<file path="config.mk">
export PLATFORM = sky130hd
export DESIGN_NAME = inst_encoder
export DESIGN_NICKNAME = d
export VERILOG_FILES = /design/src/rtl/inst_encoder.sv
export SDC_FILE = /design/constraint.sdc
export NUM_CORES = 1
export LEC_CHECK = 0
export ABC_AREA = 1
export ABC_CLOCK_PERIOD_IN_PS = 1810
export CORE_MARGIN = 1
export CORE_UTILIZATION = 30
export CTS_CLUSTER_DIAMETER = 40
export DETAILED_ROUTE_END_ITERATION = 8
export HOLD_SLACK_MARGIN = 0.05
export PLACE_DENSITY = 0.59
export SYNTH_ARGS = -nofsm -noshare
export SYNTH_HDL_FRONTEND = slang
export SYNTH_SLANG_ARGS = --single-unit
</file>
<file path="constraint.sdc">
create_clock -name clk -period 1.81 [get_ports clk]
set_input_delay 0.362 -clock clk [delete_from_list [all_inputs] [get_ports clk]]
set_output_delay 0.362 -clock clk [all_outputs]
set_load 0.005 [all_outputs]
</file>
<file path="src/rtl/inst_encoder.sv">
// RV32I instruction encoder: packs format, register fields and a signed immediate
// into an instruction word through a 2-stage valid/ready pipeline.
module inst_encoder #(
    parameter int unsigned COUNT_W  = 16,
    parameter logic [31:0] NOP_INST = 32'h0000_0013
) (
    input  logic               clk,
    input  logic               rst_n,
    input  logic               in_valid,
    output logic               in_ready,
    input  logic [2:0]         fmt_in,
    input  logic [2:0]         funct3_in,
    input  logic               arith_in,
    input  logic [4:0]         rd_in,
    input  logic [4:0]         rs1_in,
    input  logic [4:0]         rs2_in,
    input  logic [31:0]        imm_in,
    output logic               out_valid,
    input  logic               out_ready,
    output logic [31:0]        inst_out,
    output logic               out_err,
    output logic [COUNT_W-1:0] enc_count,
    output logic [COUNT_W-1:0] err_count
);

    localparam int unsigned INST_W = 32;
    localparam int unsigned REG_W  = 5;
    localparam int unsigned F3_W   = 3;
    localparam int unsigned IMM_W  = 21;

    localparam logic [6:0] OP_IMM    = 7'b0010011;
    localparam logic [6:0] OP_LOAD   = 7'b0000011;
    localparam logic [6:0] OP_STORE  = 7'b0100011;
    localparam logic [6:0] OP_BRANCH = 7'b1100011;
    localparam logic [6:0] OP_JAL    = 7'b1101111;
    localparam logic [6:0] OP_JALR   = 7'b1100111;

    typedef enum logic [2:0] {
        FMT_IALU   = 3'd0,
        FMT_ISHIFT = 3'd1,
        FMT_LOAD   = 3'd2,
        FMT_S      = 3'd3,
        FMT_B      = 3'd4,
        FMT_JAL    = 3'd5,
        FMT_JALR   = 3'd6,
        FMT_ILL    = 3'd7
    } fmt_e;

    // Only imm[20:0] is needed once the range check is done in stage 1.
    typedef struct packed {
        fmt_e              fmt;
        logic [F3_W-1:0]   funct3;
        logic              arith;
        logic [REG_W-1:0]  rd;
        logic [REG_W-1:0]  rs1;
        logic [REG_W-1:0]  rs2;
        logic [IMM_W-1:0]  imm;
        logic              err;
    } req_t;

    req_t              s1_d;
    req_t              s1_q;
    logic              s1_valid;
    logic              s2_free;
    logic              s1_advance;
    logic              accept;
    logic              xfer;
    logic              fit12_c;
    logic              fit13_c;
    logic              fit21_c;
    logic [INST_W-1:0] asm_c;

    // Handshake: a stage moves when the one after it is empty or draining.
    assign s2_free    = !out_valid || out_ready;
    assign s1_advance = s1_valid && s2_free;
    assign in_ready   = rst_n && (!s1_valid || s1_advance);
    assign accept     = in_valid && in_ready;
    assign xfer       = out_valid && out_ready;

    // Sign-extension checks: the upper bits must all equal the field sign bit.
    assign fit12_c = (&imm_in[31:11]) || !(|imm_in[31:11]);
    assign fit13_c = (&imm_in[31:12]) || !(|imm_in[31:12]);
    assign fit21_c = (&imm_in[31:20]) || !(|imm_in[31:20]);

    // Stage 1 next value: capture fields and decide encodability.
    always_comb begin
        s1_d        = '0;
        s1_d.fmt    = fmt_e'(fmt_in);
        s1_d.funct3 = funct3_in;
        s1_d.arith  = arith_in;
        s1_d.rd     = rd_in;
        s1_d.rs1    = rs1_in;
        s1_d.rs2    = rs2_in;
        s1_d.imm    = imm_in[IMM_W-1:0];
        case (fmt_e'(fmt_in))
            FMT_IALU, FMT_LOAD, FMT_S: s1_d.err = !fit12_c;
            FMT_JALR: begin
                s1_d.err    = !fit12_c;
                s1_d.funct3 = 3'b000;
            end
            FMT_ISHIFT: s1_d.err = (|imm_in[31:5]) ||
                                   !((funct3_in == 3'b001) || (funct3_in == 3'b101));
            FMT_B:      s1_d.err = !fit13_c || imm_in[0];
            FMT_JAL:    s1_d.err = !fit21_c || imm_in[0];
            FMT_ILL:    s1_d.err = 1'b1;
        endcase
    end

    always_ff @(posedge clk or negedge rst_n) begin
        if (!rst_n) begin
            s1_valid <= 1'b0;
            s1_q     <= '0;
        end else begin
            if (accept) begin
                s1_valid <= 1'b1;
                s1_q     <= s1_d;
            end else if (s1_advance) begin
                s1_valid <= 1'b0;
            end
        end
    end

    // Stage 2 word assembly; an unencodable request becomes the NOP word.
    always_comb begin
        asm_c = NOP_INST;
        case (s1_q.fmt)
            FMT_IALU:   asm_c = {s1_q.imm[11:0], s1_q.rs1, s1_q.funct3, s1_q.rd, OP_IMM};
            FMT_ISHIFT: asm_c = {1'b0, s1_q.arith, 5'b00000, s1_q.imm[4:0], s1_q.rs1,
                                 s1_q.funct3, s1_q.rd, OP_IMM};
            FMT_LOAD:   asm_c = {s1_q.imm[11:0], s1_q.rs1, s1_q.funct3, s1_q.rd, OP_LOAD};
            FMT_JALR:   asm_c = {s1_q.imm[11:0], s1_q.rs1, s1_q.funct3, s1_q.rd, OP_JALR};
            FMT_S:      asm_c = {s1_q.imm[11:5], s1_q.rs2, s1_q.rs1, s1_q.funct3,
                                 s1_q.imm[4:0], OP_STORE};
            FMT_B:      asm_c = {s1_q.imm[12], s1_q.imm[10:5], s1_q.rs2, s1_q.rs1,
                                 s1_q.funct3, s1_q.imm[4:1], s1_q.imm[11], OP_BRANCH};
            FMT_JAL:    asm_c = {s1_q.imm[20], s1_q.imm[10:1], s1_q.imm[11],
                                 s1_q.imm[19:12], s1_q.rd, OP_JAL};
            FMT_ILL:    asm_c = NOP_INST;
        endcase
        if (s1_q.err) begin
            asm_c = NOP_INST;
        end
    end

    always_ff @(posedge clk or negedge rst_n) begin
        if (!rst_n) begin
            out_valid <= 1'b0;
            inst_out  <= '0;
            out_err   <= 1'b0;
        end else begin
            if (s1_advance) begin
                out_valid <= 1'b1;
                inst_out  <= asm_c;
                out_err   <= s1_q.err;
            end else if (out_ready) begin
                out_valid <= 1'b0;
            end
        end
    end

    // Saturating transfer statistics.
    always_ff @(posedge clk or negedge rst_n) begin
        if (!rst_n) begin
            enc_count <= '0;
            err_count <= '0;
        end else if (xfer) begin
            if (enc_count != '1) begin
                enc_count <= enc_count + COUNT_W'(1);
            end
            if (out_err && (err_count != '1)) begin
                err_count <= err_count + COUNT_W'(1);
            end
        end
    end

endmodule

</file>
After elaboration in Yosys (flattened, before gate mapping):

Cells that the tools add are included.
W data, S select, Z words.

* bits of input ports: 58
* bits in registers: 111
* logic and storage cells: 79

* $add $sub $neg: 2
* multiplexer cells: 8
* reduce and logical (&&, ||, !) cells: 37
* equal/unequal tests: 18

Operators by type and width (number)
* $pmux W32 S8: 1
* $add A16 B1 Y16 const B: 2
* $mux W32: 1
* $ne A16 B16 Y1 const B: 2
* $eq A3 B3 Y1 const B: 9
* $reduce_or A27 Y1: 1
* $reduce_and A21 Y1: 1
* $reduce_or A21 Y1: 1
* $reduce_and A20 Y1: 1
* $reduce_or A20 Y1: 1
* $eq A3 B2 Y1 const B: 4
* $reduce_and A12 Y1: 1
* $reduce_or A12 Y1: 1
* $eq A3 B1 Y1 const B: 3
* $logic_not A1 Y1: 9
* $logic_or A1 B1 Y1: 9
* $logic_not A3 Y1: 2
* $logic_and A1 B1 Y1: 5
* $pmux W1 S5: 1
* $mux W1: 4
* $reduce_and A2 Y1: 2
* $reduce_bool A2 Y1: 2
* $reduce_or A4 Y1: 1
* $mux W3: 1

Logic depth before layout (Yosys ltp):

Gate-level depths: netlist (run 1).

* word-level depth: 7
* mapped depth: 10
* depth with buffers taken out: 10

Worst setup path after synthesis (run 1):

No wires, ideal clock.

* path type: register -> register
* from: register err_count[0]
* to: register err_count[3]
* path buffers: 1
* setup time: 0.125 ns
* required time: 1.685 ns
* stages on the path, launching flop included: 10
* arrival: 1.391 ns
* clock period less this slack: 1.516 ns
* path slack: 0.294 ns
* path through: dfrtp_1 ha_1 nand2_1 nor2_2 and2_4 nand3b_1 nand2_2 buf_6 nor2_1 xor2_1

* longest elaborated chain between the ends: 3
* elaborated cells on any way between the ends: 4
* those cells by class: add/sub (1); eq/ne (1); reduce/logical (2)

RTL lines
* from (decl): RTL line 23 `output logic [COUNT_W-1:0] err_count`
* from (signal assigned): RTL line 171 `err_count <= err_count + COUNT_W'(1);`
* parallel branches: the longest is 3 deep, another holds $add A16 B1 Y16

Parallel ways; which one is timed is not known.
A chain may end at the register's enable or synchronous reset.

Worst setup path in the final report (run 1):

* from: register err_count[12]
* to: output err_count[12]

No word-level cell between the ends.

==> results of run 1 <==
synth_stat cells, types with 2 or more instances:
library cell,n
sky130_fd_sc_hd__nor2_1,45
sky130_fd_sc_hd__dfrtp_1,110
sky130_fd_sc_hd__nand2_2,2
sky130_fd_sc_hd__xnor2_1,9
sky130_fd_sc_hd__clkbuf_1,6
sky130_fd_sc_hd__nor3_2,5
sky130_fd_sc_hd__nor3_1,9
sky130_fd_sc_hd__nand3b_1,3
sky130_fd_sc_hd__xor2_1,18
sky130_fd_sc_hd__a21oi_1,5
sky130_fd_sc_hd__buf_4,4
sky130_fd_sc_hd__inv_2,7
sky130_fd_sc_hd__ha_1,2
sky130_fd_sc_hd__nor2_2,5
sky130_fd_sc_hd__nor2_4,2
sky130_fd_sc_hd__o21ai_0,45
sky130_fd_sc_hd__nand3_1,30
sky130_fd_sc_hd__or2_2,3
sky130_fd_sc_hd__o211ai_1,10
sky130_fd_sc_hd__o31ai_1,2
sky130_fd_sc_hd__nand2_1,174
sky130_fd_sc_hd__nand4_1,3
sky130_fd_sc_hd__o21ai_1,5
sky130_fd_sc_hd__a22o_1,9
sky130_fd_sc_hd__o22ai_1,10
sky130_fd_sc_hd__buf_2,5
sky130_fd_sc_hd__inv_1,71
power by group:
group | switching [mW] | internal (mW) | total, mW
sequential | 0.225 | 2.78 | 3.01
clock | 0.977 | 1.24 | 2.21
combinational | 0.695 | 0.817 | 1.51
layout make-up:
type	instances	area [um^2]
Timing Repair Buffer	160	1558
Multi-Input combinational cell	401	2023
Clock buffer	9	225.2
Fill cell	1668	9412
Tap cell	220	275.3
Clock inverter	7	103.9
Sequential cell	110	2753
Inverter	78	292.8
per-stage QoR:
step / instance area, um^2 / power (mW)
floorplan: 5135 / 3.660
global placement: 6880 / 4.568
detailed placement: 6880 / 4.590
CTS: 7216 / 6.817
global route: 7231 / 7.129
finish: 7231 / 6.735
registers in the layout, summed over array words and instances, names as in the netlist:
name	count
out_err	1
inst_out	31
err_count	16
out_valid	1
s1_q	44
enc_count	16
s1_valid	1
timing repair:
action / 4_1_cts / 5_1_grt
setup endpoints to repair: 1 / 8
buffers inserted: 0 / 0
gates cloned: 0 / 0
gates resized for setup: 3 / 4
hold endpoints to repair: 0 / 0
path summary, 6_finish.rpt:
path | from | slack (ns) | endpoint | cells after the start
setup / recovery | err_count[12]$_DFFE_PN0P_ | 0.11 | err_count[12] | 1
hold / removal | rst_n | 0.1 | enc_count[8]$_DFFE_PN0P_ | 2
setup reg to reg | err_count[1]$_DFFE_PN0P_ | 0.18 | err_count[2]$_DFFE_PN0P_ | 9
hold reg to reg | inst_out[31]$_DFFE_PN0P_ | 0.48 | inst_out[31]$_DFFE_PN0P_ | 2
max in group asynchronous | rst_n | 1.24 | err_count[1]$_DFFE_PN0P_ | 2
min in group clk | inst_out[31]$_DFFE_PN0P_ | 0.48 | inst_out[31]$_DFFE_PN0P_ | 2
metal layers:
layer  vias up  GRT usage, %  share of wire, %
met5         -             0                 0
met4         0         5.619               1.3
met3        12         3.027               4.1
met2       100         23.41                45
met1      1996         21.85                49
li1       2246             -                 -
cells by family (layout without fill, tap and decap cells):
group | Yosys count | after routing | share of synthesized area (%)
simple gates | 283 | 283 | 23.54
flops | 110 | 110 | 53.61
buf+inv | 94 | 254 | 7.432
compound gates | 89 | 89 | 10.33
xor+xnor | 27 | 27 | 4.605
fa+ha+maj | 2 | 2 | 0.4873
==> results_dict.tcl, run 1 <==
set metrics [dict create \
    outcome "complete, no violations" \
    post-route-worst-setup-slack_ns 0.1117 \
    cp_cell_sequence "clkdlybuf4s50_1" \
    synth_top_cell_area_share_pct 53.61 \
    sink_count_of_the_clock_tree 110 \
    row_count 47 \
    worstPathBufferInverterCount 1 \
    drive_above_1_share_pct 10.72 \
    synth_ff_type "sky130_fd_sc_hd__dfrtp_1" \
    gate_count_after_technology_mapping 605 \
    dp.cells 969 \
    layout.core_utilization_pct 43.45 \
    detailedRoute.firstPassIterationCount 4 \
    drv.max_cap_violation_count 0 \
    wire_per_inst_um 13.03 \
    maxSlewHeadroom_pct 59.91 \
    cts_made_buffers 9 \
    grt_setup_unrepaired "false" \
    layoutNonFillerInstCount 985 \
    antenna_found_initial 0 \
    worst_vdd_drop_uv 495.7 \
    floorplan.die_area_mm2 0.01764 \
    cellPowerDensity_mw_per_mm2 931.5 \
    cts.hold.buffers_added 0 \
    slowest_stage "sky130_fd_sc_hd__clkdlybuf4s50_1" \
    critical_path_class "reg2out" \
    worstPathMaxFanout 5 \
    hpwl_um 9467 \
    die_h_um 132.8 \
    cts.path.max_buffers 2 \
    synth-warning-count 0 \
    most-common-layout-cells "sky130_fd_sc_hd__nand2_1, sky130_fd_sc_hd__clkdlybuf4s50_1, sky130_fd_sc_hd__dfrtp_1" \
    min_delay_path_class "in2async" \
    critical_path.top_delay_family "buffers and inverters" \
    final_nets 820 \
    netlist_top_cells_area "sky130_fd_sc_hd__dfrtp_1, sky130_fd_sc_hd__nand2_1, sky130_fd_sc_hd__inv_1" \
    initialDrtViolationCount 219 \
    coreArea_mm2 0.01664 \
    post_synth_instance_area_mm2 0.005135 \
    chipWidth_um 132.8 \
    grt_pass1_vias 4208 \
    post-route-min-period_ns 1.698 \
    timing.final.crit_share_pct 93.83 \
    buffer_ports.inserted 124 \
    detail_route.drc_violations 0 \
    cp_data_required_time_ns 1.45 \
    number_of_flops_mapped_to_enable_cells_by_yosys 0 \
    clock-root-buffer "sky130_fd_sc_hd__clkbuf_16" \
    grt_start_max_net_pins 111 \
    max_slew.worst_pin.slew_ns 0.6013 \
    clkLatencyLatePin_ns 0.36 \
    design.portCount 125 \
    timing.critical_path.from_type "flop" \
    slew_viol_final 0 \
    grt_overflow_total 0 \
    setup_skew_ns 0.01095 \
    worstPathArrival_ns 1.34 \
    clock_tree_from_tritoncts "built" \
    track_usage_pct 15.47 \
    post_synth.cell_area_avg_um2 8.487 \
    fmaxAchievable_ghz 0.5888 \
    synth_sequential_area_ratio_pct 53.61 \
    power.leakage_nw 3.328 \
    clock_edge_transition_at_the_registers_on_the_reported_setup_and_hold_paths_ns 0.08 \
    vias_per_cell 4.420 \
    number_of_library_cell_types_mapped_by_synthesis 33 \
    timing_hold_violations_final 0 \
    syn-num-nets 665 \
    floorplan.initialDensity_pct 30.85 \
    critPathCaptureType "primary output" \
    areaGrowthSynthToFinish_pct 40.81 \
    global_route_wire_length_before_repair_um 21330 \
    most_common_cell_after_layout_fill_and_taps_aside "sky130_fd_sc_hd__nand2_1" \
    setup_viol_count_final 0 \
    fin_setup_tns_ns 0 \
    worst_path_largest_cell_delay_ns 0.54 \
    fin_worst_hold_slack_ns 0.09763 \
    antenna_cells_inserted 0 \
    drtAntennaViolNets 0 \
    num_vias 4354 \
    finalWirelength_um 12830 \
    synthDominantAreaCellType "sky130_fd_sc_hd__dfrtp_1" \
    cts-htree-levels 3 \
    routabilityCongestion 0.8110 \
    synth.ff_latch_count 110 \
    asyncSetResetFlopFracSynth_pct 100.0 \
    dp_worst_setup_slack_ns -0.2248 \
]
Note: power is estimated with default switching activity, not from simulation.
==> run 2, diff against run 1 <==
--- a/config.mk
+++ b/config.mk
@@ -11,6 +11,7 @@
 export CORE_UTILIZATION = 30
 export CTS_CLUSTER_DIAMETER = 40
 export DETAILED_ROUTE_END_ITERATION = 8
+export GPL_TIMING_DRIVEN = 0
 export HOLD_SLACK_MARGIN = 0.05
 export PLACE_DENSITY = 0.59
 export SYNTH_ARGS = -nofsm -noshare
==> constraint.sdc (replaced) <==
create_clock -name clk -period 1.81 [get_ports clk]
set_input_delay 0.362 -clock clk [delete_from_list [all_inputs] [get_ports clk]]
set_output_delay 0.362 -clock clk [all_outputs]
set_load 0.05 [all_outputs]
==> run 2 against run 1 <==
Net effect:
- sequential power hardly changed
- sequential share of layout area grew 1.1 points
- clock skew shrank 0.0010 ns
- design area is 2.7% lower
- die area stayed put
- utilization is 1.2 points lower
- critical path depth grew 5
- combinational power rose by 26%
- register-to-register slack about the same
- clock-buffer cell count rose by 3
- largest cell class unchanged
==> results_dict.tcl, run 2 (synthesis results as in run 1) <==
set metrics [dict create \
    timing.final.crit_share_pct 95.75 \
    clock-root-buffer "sky130_fd_sc_hd__clkbuf_16" \
    coreArea_mm2 0.01664 \
    chipWidth_um 132.8 \
    most_common_cell_after_layout_fill_and_taps_aside "sky130_fd_sc_hd__nand2_1" \
    grt_setup_unrepaired "false" \
    design.portCount 125 \
    drive_above_1_share_pct 8.522 \
    floorplan.initialDensity_pct 30.85 \
    m1WireLength_um 6351 \
    post-route-min-period_ns 1.733 \
    post-route-worst-setup-slack_ns 0.07695 \
    areaGrowthSynthToFinish_pct 36.96 \
    min_delay_path_class "in2async" \
    drtAntennaViolNets 0 \
    register_area_mm2 0.002758 \
    fmaxAchievable_ghz 0.5770 \
    row_count 47 \
    timing.reg2reg.setup_slack_ns 0.18 \
    antenna_cells_inserted 0 \
    num_vias 4406 \
    critical_path.endpoint "in_ready" \
    antenna_found_initial 0 \
    timing_hold_violations_final 0 \
    topRoutingLayerUsed "met4" \
    final_nets 806 \
    cts_made_buffers 9 \
    drv.max_cap_violation_count 0 \
    largest_register "s1_q" \
    detail_route.drc_violations 0 \
    power.leakage_nw 3.499 \
    placement.cell_area_mm2 0.006685 \
    detailedRoute.firstPassIterationCount 4 \
    buffer_ports.inserted 124 \
    critPathCaptureType "primary output" \
    sink_count_of_the_clock_tree 110 \
    cellPowerDensity_mw_per_mm2 1004 \
    maxSlewHeadroom_pct 62.02 \
    initialDrtViolationCount 162 \
    rr_startpoint "err_count[0]$_DFFE_PN0P_" \
    critical_path_class "in2out" \
    max_slew.worst_pin.slew_ns 0.5720 \
    startpoint "out_ready" \
    cts-htree-levels 3 \
    worst_vdd_drop_uv 485.0 \
    hpwl_um 9893 \
    worstPathArrival_ns 1.37 \
    die_h_um 132.8 \
    outcome "complete, no violations" \
    most-common-layout-cells "sky130_fd_sc_hd__nand2_1, sky130_fd_sc_hd__dfrtp_1, sky130_fd_sc_hd__inv_1" \
    grt_overflow_total 0 \
    setup_skew_ns 0.009912 \
    route.met3.wl_um 593 \
    global_route_wire_length_before_repair_um 22300 \
    routed-wl-met2_um 6402 \
    clkLatencyLatePin_ns 0.35 \
    clock_edge_transition_at_the_registers_on_the_reported_setup_and_hold_paths_ns 0.08 \
    fillers 1690 \
    track_usage_pct 16.29 \
    cp_data_required_time_ns 1.45 \
    setup_viol_count_final 0 \
    reg_top3 "s1_q: 44 flops, inst_out: 31 flops" \
    clock_tree_from_tritoncts "built" \
    wire_per_inst_um 13.92 \
    worstPathMaxFanout 2 \
    timing.critical_path.from_type "input pin" \
    grt_pass1_vias 4412 \
    routabilityCongestion 0.8076 \
    dp_worst_setup_slack_ns -0.7439 \
    design_area_mm2 0.007033 \
    worst-r2r-cell-count 9 \
    regToRegEndpoint "err_count[7]$_DFFE_PN0P_" \
    grt_start_max_net_pins 43 \
    vias_per_cell 4.538 \
    finalWirelength_um 13520 \
    largest_register_ff_count 44 \
    floorplan.die_area_mm2 0.01764 \
    total_area_of_multi_input_combinational_cells_mm2 0.002001 \
    cts.path.max_buffers 2 \
    slew_viol_final 0 \
]
-- run 2: critical path, stage by stage --
cell and delay, ns:
sky130_fd_sc_hd__clkdlybuf4s50_1 0.48, sky130_fd_sc_hd__inv_1 0.06, sky130_fd_sc_hd__nand3_1 0.09, sky130_fd_sc_hd__nand2_1 0.12, sky130_fd_sc_hd__inv_1 0.07, sky130_fd_sc_hd__buf_4 0.19
-- run 2: per-stage QoR --
step           TNS, ns  hold WS [ns]  total power, mW  std cells  util [%]
2_1_floorplan        0       0.06641            4.318        605         -
3_3_place_gp   -669.97        0.4558            5.107        949     40.00
3_5_place_dp    -23.24        0.3092            5.134        950     40.17
4_1_cts              0       0.06544            7.169        971     42.24
5_1_grt              0       0.07728            7.446        971     42.26
6_report             0       0.06336            7.058        971     42.26
-- run 2: metal layers --
layer  track usage, %  vias up
met2            26.41      102
met4            4.598        0
met3            3.793       12
met5                0        -
li1                 -     2215
met1            21.64     2077
-- run 2: worst min path at each step --
stage	from	to	slack [ns]	depth (start not counted)
CTS	rst_n	s1_q[43]$_DFFE_PN0P_	0.07	3
global route	rst_n	s1_q[19]$_DFFE_PN0P_	0.08	3
finish	rst_n	s1_q[43]$_DFFE_PN0P_	0.06	3
detailed placement	rst_n	enc_count[8]$_DFFE_PN0P_	0.31	1
global placement	s1_q[37]$_DFFE_PN0P_	s1_q[37]$_DFFE_PN0P_	0.46	2
floorplan	rst_n	enc_count[0]$_DFFE_PN0P_	0.07	0
-- run 2: layout make-up --
cell class | instances | area share [%]
timing repair buffer | 130 | 18.43
clock buffer | 12 | 3.789
clock inverter | 4 | 0.7472
multi-input combinational | 401 | 28.45
inverter | 78 | 4.163
sequential | 110 | 39.21
buffer | 16 | 1.299
tap | 220 | 3.914
-- run 2: where the power goes --
part,switching [mW],internal (mW)
Combinational,1.31,0.601
Sequential,0.244,2.79
Clock,0.912,1.19
Total,2.47,4.59
-- run 2: timing repair --
| item | CTS | global route |
|---|---|---|
| endpoints found under the setup margin | 107 | 4 |
| pin swaps | 0 | 0 |
| buffers inserted | 0 | 0 |
| hold buffers | 4 | 0 |
| gates resized for setup | 74 | 4 |
| gates cloned | 1 | 0 |
| endpoints found under the hold margin | 42 | 0 |
